## src/rtl/rygar_pkg.sv

```systemverilog
// Shared definitions for the rygar download path: packer FSM states and word geometry.
package rygar_pkg;
  localparam int BYTES_PER_WORD = 4;
  localparam int LANE_BITS      = $clog2(BYTES_PER_WORD);

  typedef enum logic [1:0] {
    ST_IDLE  = 2'd0,
    ST_REQ   = 2'd1,
    ST_FINAL = 2'd2
  } packer_state_e;
endpackage

```

## src/rtl/download_packer.sv

```systemverilog
// Packs the HPS byte download stream into little-endian 32-bit SDRAM writes.
// Request rises 1 cycle after the completing byte; ioctl_wait holds the HPS off while a write is outstanding.
module download_packer
  import rygar_pkg::*;
#(
  parameter int IOCTL_ADDR_WIDTH = 25,
  parameter int SDRAM_ADDR_WIDTH = 23
) (
  input  logic                        clk,
  input  logic                        reset_n,
  input  logic [IOCTL_ADDR_WIDTH-1:0] ioctl_addr,
  input  logic [7:0]                  ioctl_data,
  input  logic                        ioctl_wr,
  input  logic                        ioctl_download,
  output logic                        ioctl_wait,
  output logic [SDRAM_ADDR_WIDTH-1:0] sdram_addr,
  output logic [31:0]                 sdram_data,
  output logic                        sdram_we,
  output logic                        sdram_req,
  input  logic                        sdram_ack,
  output logic                        done
);

  packer_state_e               state;
  logic [31:0]                 acc;
  logic [BYTES_PER_WORD-1:0]   vld;
  logic [SDRAM_ADDR_WIDTH-1:0] acc_addr;
  logic                        dl_q;
  logic                        end_pend;

  logic                        wr_ok, rise, fall, end_now, disc, can_load, full_flush;
  logic [LANE_BITS-1:0]        lane;
  logic [SDRAM_ADDR_WIDTH-1:0] waddr, merge_addr;
  logic [31:0]                 acc_base, merge_acc, byte_word;
  logic [BYTES_PER_WORD-1:0]   vld_base, merge_vld, byte_vld;

  assign wr_ok    = ioctl_wr && ioctl_download;
  assign rise     = ioctl_download && !dl_q;
  assign fall     = dl_q && !ioctl_download;
  assign end_now  = fall || end_pend;
  assign lane     = ioctl_addr[LANE_BITS-1:0];
  assign waddr    = SDRAM_ADDR_WIDTH'(ioctl_addr[IOCTL_ADDR_WIDTH-1:LANE_BITS]);
  // An ack in the same cycle frees the write register, so a new flush may load then.
  assign can_load = (state == ST_IDLE) || (state == ST_REQ && sdram_ack);

  assign sdram_req  = (state != ST_IDLE);
  assign sdram_we   = sdram_req;
  assign ioctl_wait = (state != ST_IDLE);

  always_comb begin
    acc_base  = rise ? '0 : acc;
    vld_base  = rise ? '0 : vld;
    byte_word = '0;
    byte_word[8*lane +: 8] = ioctl_data;
    byte_vld  = '0;
    byte_vld[lane] = 1'b1;
    disc       = wr_ok && (|vld_base) && (waddr != acc_addr);
    merge_acc  = acc_base;
    merge_vld  = vld_base;
    merge_addr = acc_addr;
    if (wr_ok && !disc) begin
      merge_acc[8*lane +: 8] = ioctl_data;
      merge_vld  = vld_base | byte_vld;
      merge_addr = waddr;
    end
    full_flush = merge_vld[BYTES_PER_WORD-1] && !disc;
  end

  always_ff @(posedge clk or negedge reset_n) begin
    if (!reset_n) begin
      state      <= ST_IDLE;
      acc        <= '0;
      vld        <= '0;
      acc_addr   <= '0;
      dl_q       <= 1'b0;
      end_pend   <= 1'b0;
      done       <= 1'b0;
      sdram_addr <= '0;
      sdram_data <= '0;
    end else begin
      dl_q     <= ioctl_download;
      done     <= 1'b0;
      acc      <= merge_acc;
      vld      <= merge_vld;
      acc_addr <= merge_addr;
      end_pend <= end_pend || fall;
      if (can_load) begin
        state <= ST_IDLE;
        if (disc) begin
          // Old word goes out now; the new byte starts a fresh accumulator.
          sdram_addr <= acc_addr;
          sdram_data <= acc_base;
          acc        <= byte_word;
          vld        <= byte_vld;
          acc_addr   <= waddr;
          state      <= ST_REQ;
        end else if (full_flush) begin
          sdram_addr <= merge_addr;
          sdram_data <= merge_acc;
          acc        <= '0;
          vld        <= '0;
          state      <= ST_REQ;
        end else if (end_now && (|merge_vld)) begin
          sdram_addr <= merge_addr;
          sdram_data <= merge_acc;
          acc        <= '0;
          vld        <= '0;
          end_pend   <= 1'b0;
          state      <= ST_FINAL;
        end else if (end_now) begin
          done     <= 1'b1;
          end_pend <= 1'b0;
        end
      end else if (state == ST_FINAL && sdram_ack) begin
        state <= ST_IDLE;
        done  <= 1'b1;
      end
    end
  end

endmodule

```

## config.mk

```make
export PLATFORM = sky130hd
export DESIGN_NAME = download_packer
export DESIGN_NICKNAME = d
export VERILOG_FILES = /design/src/rtl/rygar_pkg.sv /design/src/rtl/download_packer.sv
export SDC_FILE = /design/constraint.sdc
export NUM_CORES = 1
export LEC_CHECK = 0
export CAP_MARGIN = 20
export CORE_MARGIN = 2
export CORE_UTILIZATION = 45
export CTS_CLUSTER_DIAMETER = 50
export DETAILED_ROUTE_END_ITERATION = 8
export HOLD_SLACK_MARGIN = 0.05
export PLACE_DENSITY = 0.69
export SKIP_CTS_REPAIR_TIMING = 1
export SLEW_MARGIN = 15
export SYNTH_ARGS = -nofsm -noshare
export SYNTH_HDL_FRONTEND = slang
export SYNTH_SLANG_ARGS = --single-unit
```

## constraint.sdc

```tcl
create_clock -name clk -period 2.9 [get_ports clk]
set_input_delay 0.58 -clock clk [delete_from_list [all_inputs] [get_ports clk]]
set_output_delay 0.58 -clock clk [all_outputs]
set_load 0.01 [all_outputs]
```

---- After elaboration in Yosys (flattened, before gate mapping) ----
Index checks and enable logic that the tools add are counted.
word-level totals
  bits in registers ....................... 119
  input port bits ......................... 38
  output and inout bits ................... 59
  logic and storage cells ................. 80
cells by class
  add/subtract/negate cells ............... 1
  magnitude comparators ................... 2
  equality and inequality tests ........... 3
  shift operators ......................... 2
  multiplexer cells ....................... 38
  bitwise operators ....................... 2
  reduce and logical (&&, ||, !) cells .... 23
operator list
  cell                     count
  $mux 32                  9
  $mux 23                  6
  $neg 5->34               1
  $shift 8x34->32 const A  1
  $shiftx 8x34->32         1
  $and 32x32->32           1
  $bwmux 32                1
  $mux 4                   6
  $ne 23x23->1             1
  $logic_and 1x1->1        11
  $mux 1                   10
  $mux 2                   5
  $reduce_or 4->1          2
  $or 4x4->4               1
  $reduce_bool 2->1        2
  $logic_not 1->1          3
  $lt 2x3->1 const B       1
  $reduce_bool 3->1        1
  $demux 1 s2              1
  $eq 2x1->1 const B       1
  $eq 2x2->1 const B       1
  $ge 2x1->1 const B       1
  $logic_not 2->1          1
  $logic_or 1x1->1         2
  $reduce_and 2->1         1

---- Logic depth before layout (Yosys ltp) ----
  depth in word-level cells ............... 15
  gate-level depth with buffers ........... 10
  depth with buffers taken out ............ 8

---- Worst setup path after synthesis ----
Ideal clock, no wire load.
  path kind ............................... input port to flip-flop
  from .................................... input port ioctl_addr[0]
  to ...................................... register sdram_data[24]
  library setup time ...................... 0.077 ns
  arrival time ............................ 2.362 ns
  required time ........................... 2.823 ns
  setup slack ............................. 0.460 ns
  stages .................................. 6
  path buffers ............................ 0
  cell sequence ........................... inv_1 ha_1 or4b_2 o31ai_4 a32oi_1 a21oi_1
between the ends
  longest elaborated chain between the ends .. 10
  elaborated cells between the ends (all ways) .. 20
  those cells by class .................... 1 x add/sub; 2 x order compare; 2 x shift; 8 x mux; 1 x bitwise; 6 x reduce/logical
RTL lines
  element                                              line                    source
  start: declaration                                   download_packer.sv:11   input logic [IOCTL_ADDR_WIDTH-1:0] ioctl_addr,
  branches (longest 10 deep; another with $neg 5->34)  --
  end signal: assignment                               download_packer.sv:92   sdram_data <= acc_base;
  end signal: assignment                               download_packer.sv:99   sdram_data <= merge_acc;
  end signal: assignment                               download_packer.sv:105  sdram_data <= merge_acc;
  end: declaration                                     download_packer.sv:17   output logic [31:0] sdram_data,
Parallel ways; which one is timed is not known. The select of a mux whose other input is x is not followed.
A chain may end at the register's enable or synchronous reset.

---- Final worst setup path ----
  from .................................... input port ioctl_addr[0]
  to ...................................... register acc[16]
between the ends
  longest elaborated chain between the ends .. 12
  elaborated cells between the ends (all ways) .. 20
  those cells by class .................... 1 x add/sub; 2 x order compare; 2 x shift; 9 x mux; 2 x bitwise; 4 x reduce/logical
RTL lines
  element                                              line                   source
  branches (longest 11 deep; another with $neg 5->34)  --
  $mux 32 (*)                                          download_packer.sv:87  if (can_load) begin
  end signal: assignment                               download_packer.sv:83  acc <= merge_acc;
  end signal: assignment                               download_packer.sv:93  acc <= byte_word;
  end: declaration                                     download_packer.sv:25  logic [31:0] acc;
Every way passes the cells marked *.

==> impl_results.md <==
- Final hold violations: 0
- Area share of and/or/nand/nor cells after synthesis: 11.5%
- Synth Area per Inst: 10.8 sq um
- GR Overflow Total: 0
- Clk sink count: 119
- Total die area: 13,800 sq um
- Htree depth: 4
- Area Growth Syn to Fin: 37.1%
- CTS tree: yes
- # port buffers: 96
- Clock-pin slew on the worst setup and hold paths: 0.05 ns
- Clk_lat worst skew: 0.42 ns
- Io pins: 97
- YS warnings: 0
- Mux cell area share after synthesis: 5.75%
- Max-slew violations: 0
- Highest clock rate: 0.376 GHz
- Initial drt markers: 386
- Drt drc: 0
- Commonest non-fill, non-tap cells in the layout: 119 x dfrtp_1, 95 x clkdlybuf4s50_1, 82 x a21oi_1
- Critical Path RT: 3.25 ns
- RePlAce Congestion: 0.892
- Final min period: 2.66 ns
- Worst slack, placed: -0.242 ns
- Rel. slew slack: 29.6%
- Area leader, netlist: dfrtp_1
- Filler cell count: 1,039
- Syn Inst Count: 536
- CP max stage delay: 0.45 ns
- Initial Util: 46.1%
- First-pass GRT wire length: 25.2 mm
- Final Non-Filler Cells: 854
- Synth area leaders: dfrtp_1 51%, a21oi_1 7.1%, a22o_1 5.6%
- CP Data Arrival Time: 3.01 ns
- Total power draw: 8350 uW
- Clk root buf: clkbuf_16
- Ys async rst share: 100%
- Initial antenna violation count: 0
- Number of synthesized flops with an enable pin: 0
- Main combinational cell family by area after synthesis: compound AO/OA/AOI/OAI gates
- RSZ-0062 raised after global routing: no
- Fin nets: 715
- Outcome: finished, final reports clean
- Share of cells above drive strength 1: 19.4%
- Fin crit share: 91.7%
- Max-cap check violation count: 0
- Worst hold path type: input port to asynchronous set/reset pin
- Final setup margin: 0.241 ns
- Diodes inserted: 0
- Post-Syn Area: 5810 sq um
- Flop2flop setup slack: 0.53 ns
- Register area share after synthesis: 51.2%
- Main synth FF type: dfrtp_1
- Endpoints failing setup: 0
- Width of the die: 118 um
- Dpl hpwl: 10.1 mm
- Gr usage total: 22.8%
- Vias/cell: 5.68
- Yosys cell types: 52
- Max VDD drop: 0.550 mV
- Core region area: 12,600 sq um
- Vias in the first global route: 4,968
- FF+latch count, synth: 119
- Crit path cell chain: clkdlybuf4s50_1 > buf_4 > ha_1 > nor4_1 > o22ai_1 > a22oi_1 > o211a_1 > and2_1 > a22o_1
- Critical Path Slowest Stage Cell: clkdlybuf4s50_1
- Post-synth top area share: 51.2%
- Largest net degree at the start of global routing: 47
- Placed cell count: 822
- Crit path max fanout: 8
- Tightest Pin Transition: 1.05 ns
- Most common cell after layout, fill and taps aside: dfrtp_1
- Antenna-violating nets left: 0
- Critical path class: input port to flop
- XOR/XNOR share of the synthesized area: 3.46%
- Max Root-Sink Buffers: 2
- Wirelength per Cell: 17.7 um
- Synthesized net count: 582
- Power per cell area: 1050 nW/um^2
- Via Count: 4,853
- Register-to-Register Path Depth: 6
- Row count: 41
- Fin util: 63.2%
- CP startpoint kind: input port
- Detailed Route WL: 15.1 mm
- Die Ht: 118 um
- Initial DRT Pass Iterations: 5
- CP Capture Type: flop
- Skew final: 0.00856 ns
- Post-Synth Adder-Cell Area: 1.72%
- Compound-cell area share of the yosys netlist: 22.7%
- Leak: 0.00344 uW
- TritonCTS Buffers: 17
[kinds of logic (layout without fill, tap and decap cells)]
family	after synthesis	in the layout
mux	23	23
buf+inv	45	191
flops	119	119
xor+xnor	23	23
fa+ha+maj	8	8
simple gates	134	134
compound gates	184	184
[worst max-delay path, delay by kind of cell]
family,cells,cell delay (ns)
and+or+nand+nor,2,0.62
buffers and inverters,2,0.63
AOI/OAI and AO/OA,4,0.98
adders and majority gates,1,0.21
[cell usage after synthesis, drive strengths merged (4+ instances only)]
master	number
xor2	15
inv	6
nor4	5
ha	8
and2	5
a21oi	83
o21ai	10
nand2	32
mux2	23
a22o	37
o31ai	5
dfrtp	119
buf	27
clkbuf	12
a32oi	33
nor2	59
nor3	9
xnor2	8
nand3	4
[through the flow]
stage	hold slack [ns]	setup TNS [ns]	area [sq um]
6_report	0.166	0	7970
2_1_floorplan	0.284	0	5810
3_5_place_dp	0.486	-15.60	7310
3_3_place_gp	0.485	-8.95	7310
5_1_grt	0.220	0	7970
4_1_cts	0.182	0	7970
[report_power, final]
group / internal, uW / leakage [uW] / switching, uW
registers: 2240 / 0.00147 / 368
logic: 1710 / 0.00166 / 1710
clock network: 1550 / 0.000315 / 776
total: 5500 / 0.00344 / 2850
[worst max path at each step]
stage	from	endpoint	cells past startpoint	slack (ns)
after global placement	ioctl_addr[0]	sdram_addr[3]$_DFFE_PN0P_	10	-0.16
after floorplan	ioctl_addr[0]	sdram_data[24]$_DFFE_PN0P_	6	0.46
final	ioctl_addr[0]	acc[16]$_DFF_PN0_	9	0.24
after CTS	ioctl_addr[0]	sdram_addr[1]$_DFFE_PN0P_	10	0.21
after detailed placement	ioctl_addr[0]	sdram_addr[22]$_DFFE_PN0P_	10	-0.24
after global routing	ioctl_addr[0]	acc[16]$_DFF_PN0_	9	0.009
[metal layers]
layer	vias up	GRT usage, %	wire, um
met5	-	0	0
met4	0	8.58	285
met3	26	6.30	958
met2	177	35.2	7080
met1	2408	30.9	6810
li1	2242	-	-
[cell type report]
cell class                      instances  area, sq um  area share [%]
Sequential cell                       119         2980            37.4
Multi-Input combinational cell        372         2640            33.2
Inverter                                6         22.5           0.283
Clock inverter                         10          165            2.07
Timing Repair Buffer                  153         1450            18.2
Tap cell                              172          215            2.70
Clock buffer                           22          494            6.20
Note: power is estimated with default switching activity, not from simulation.
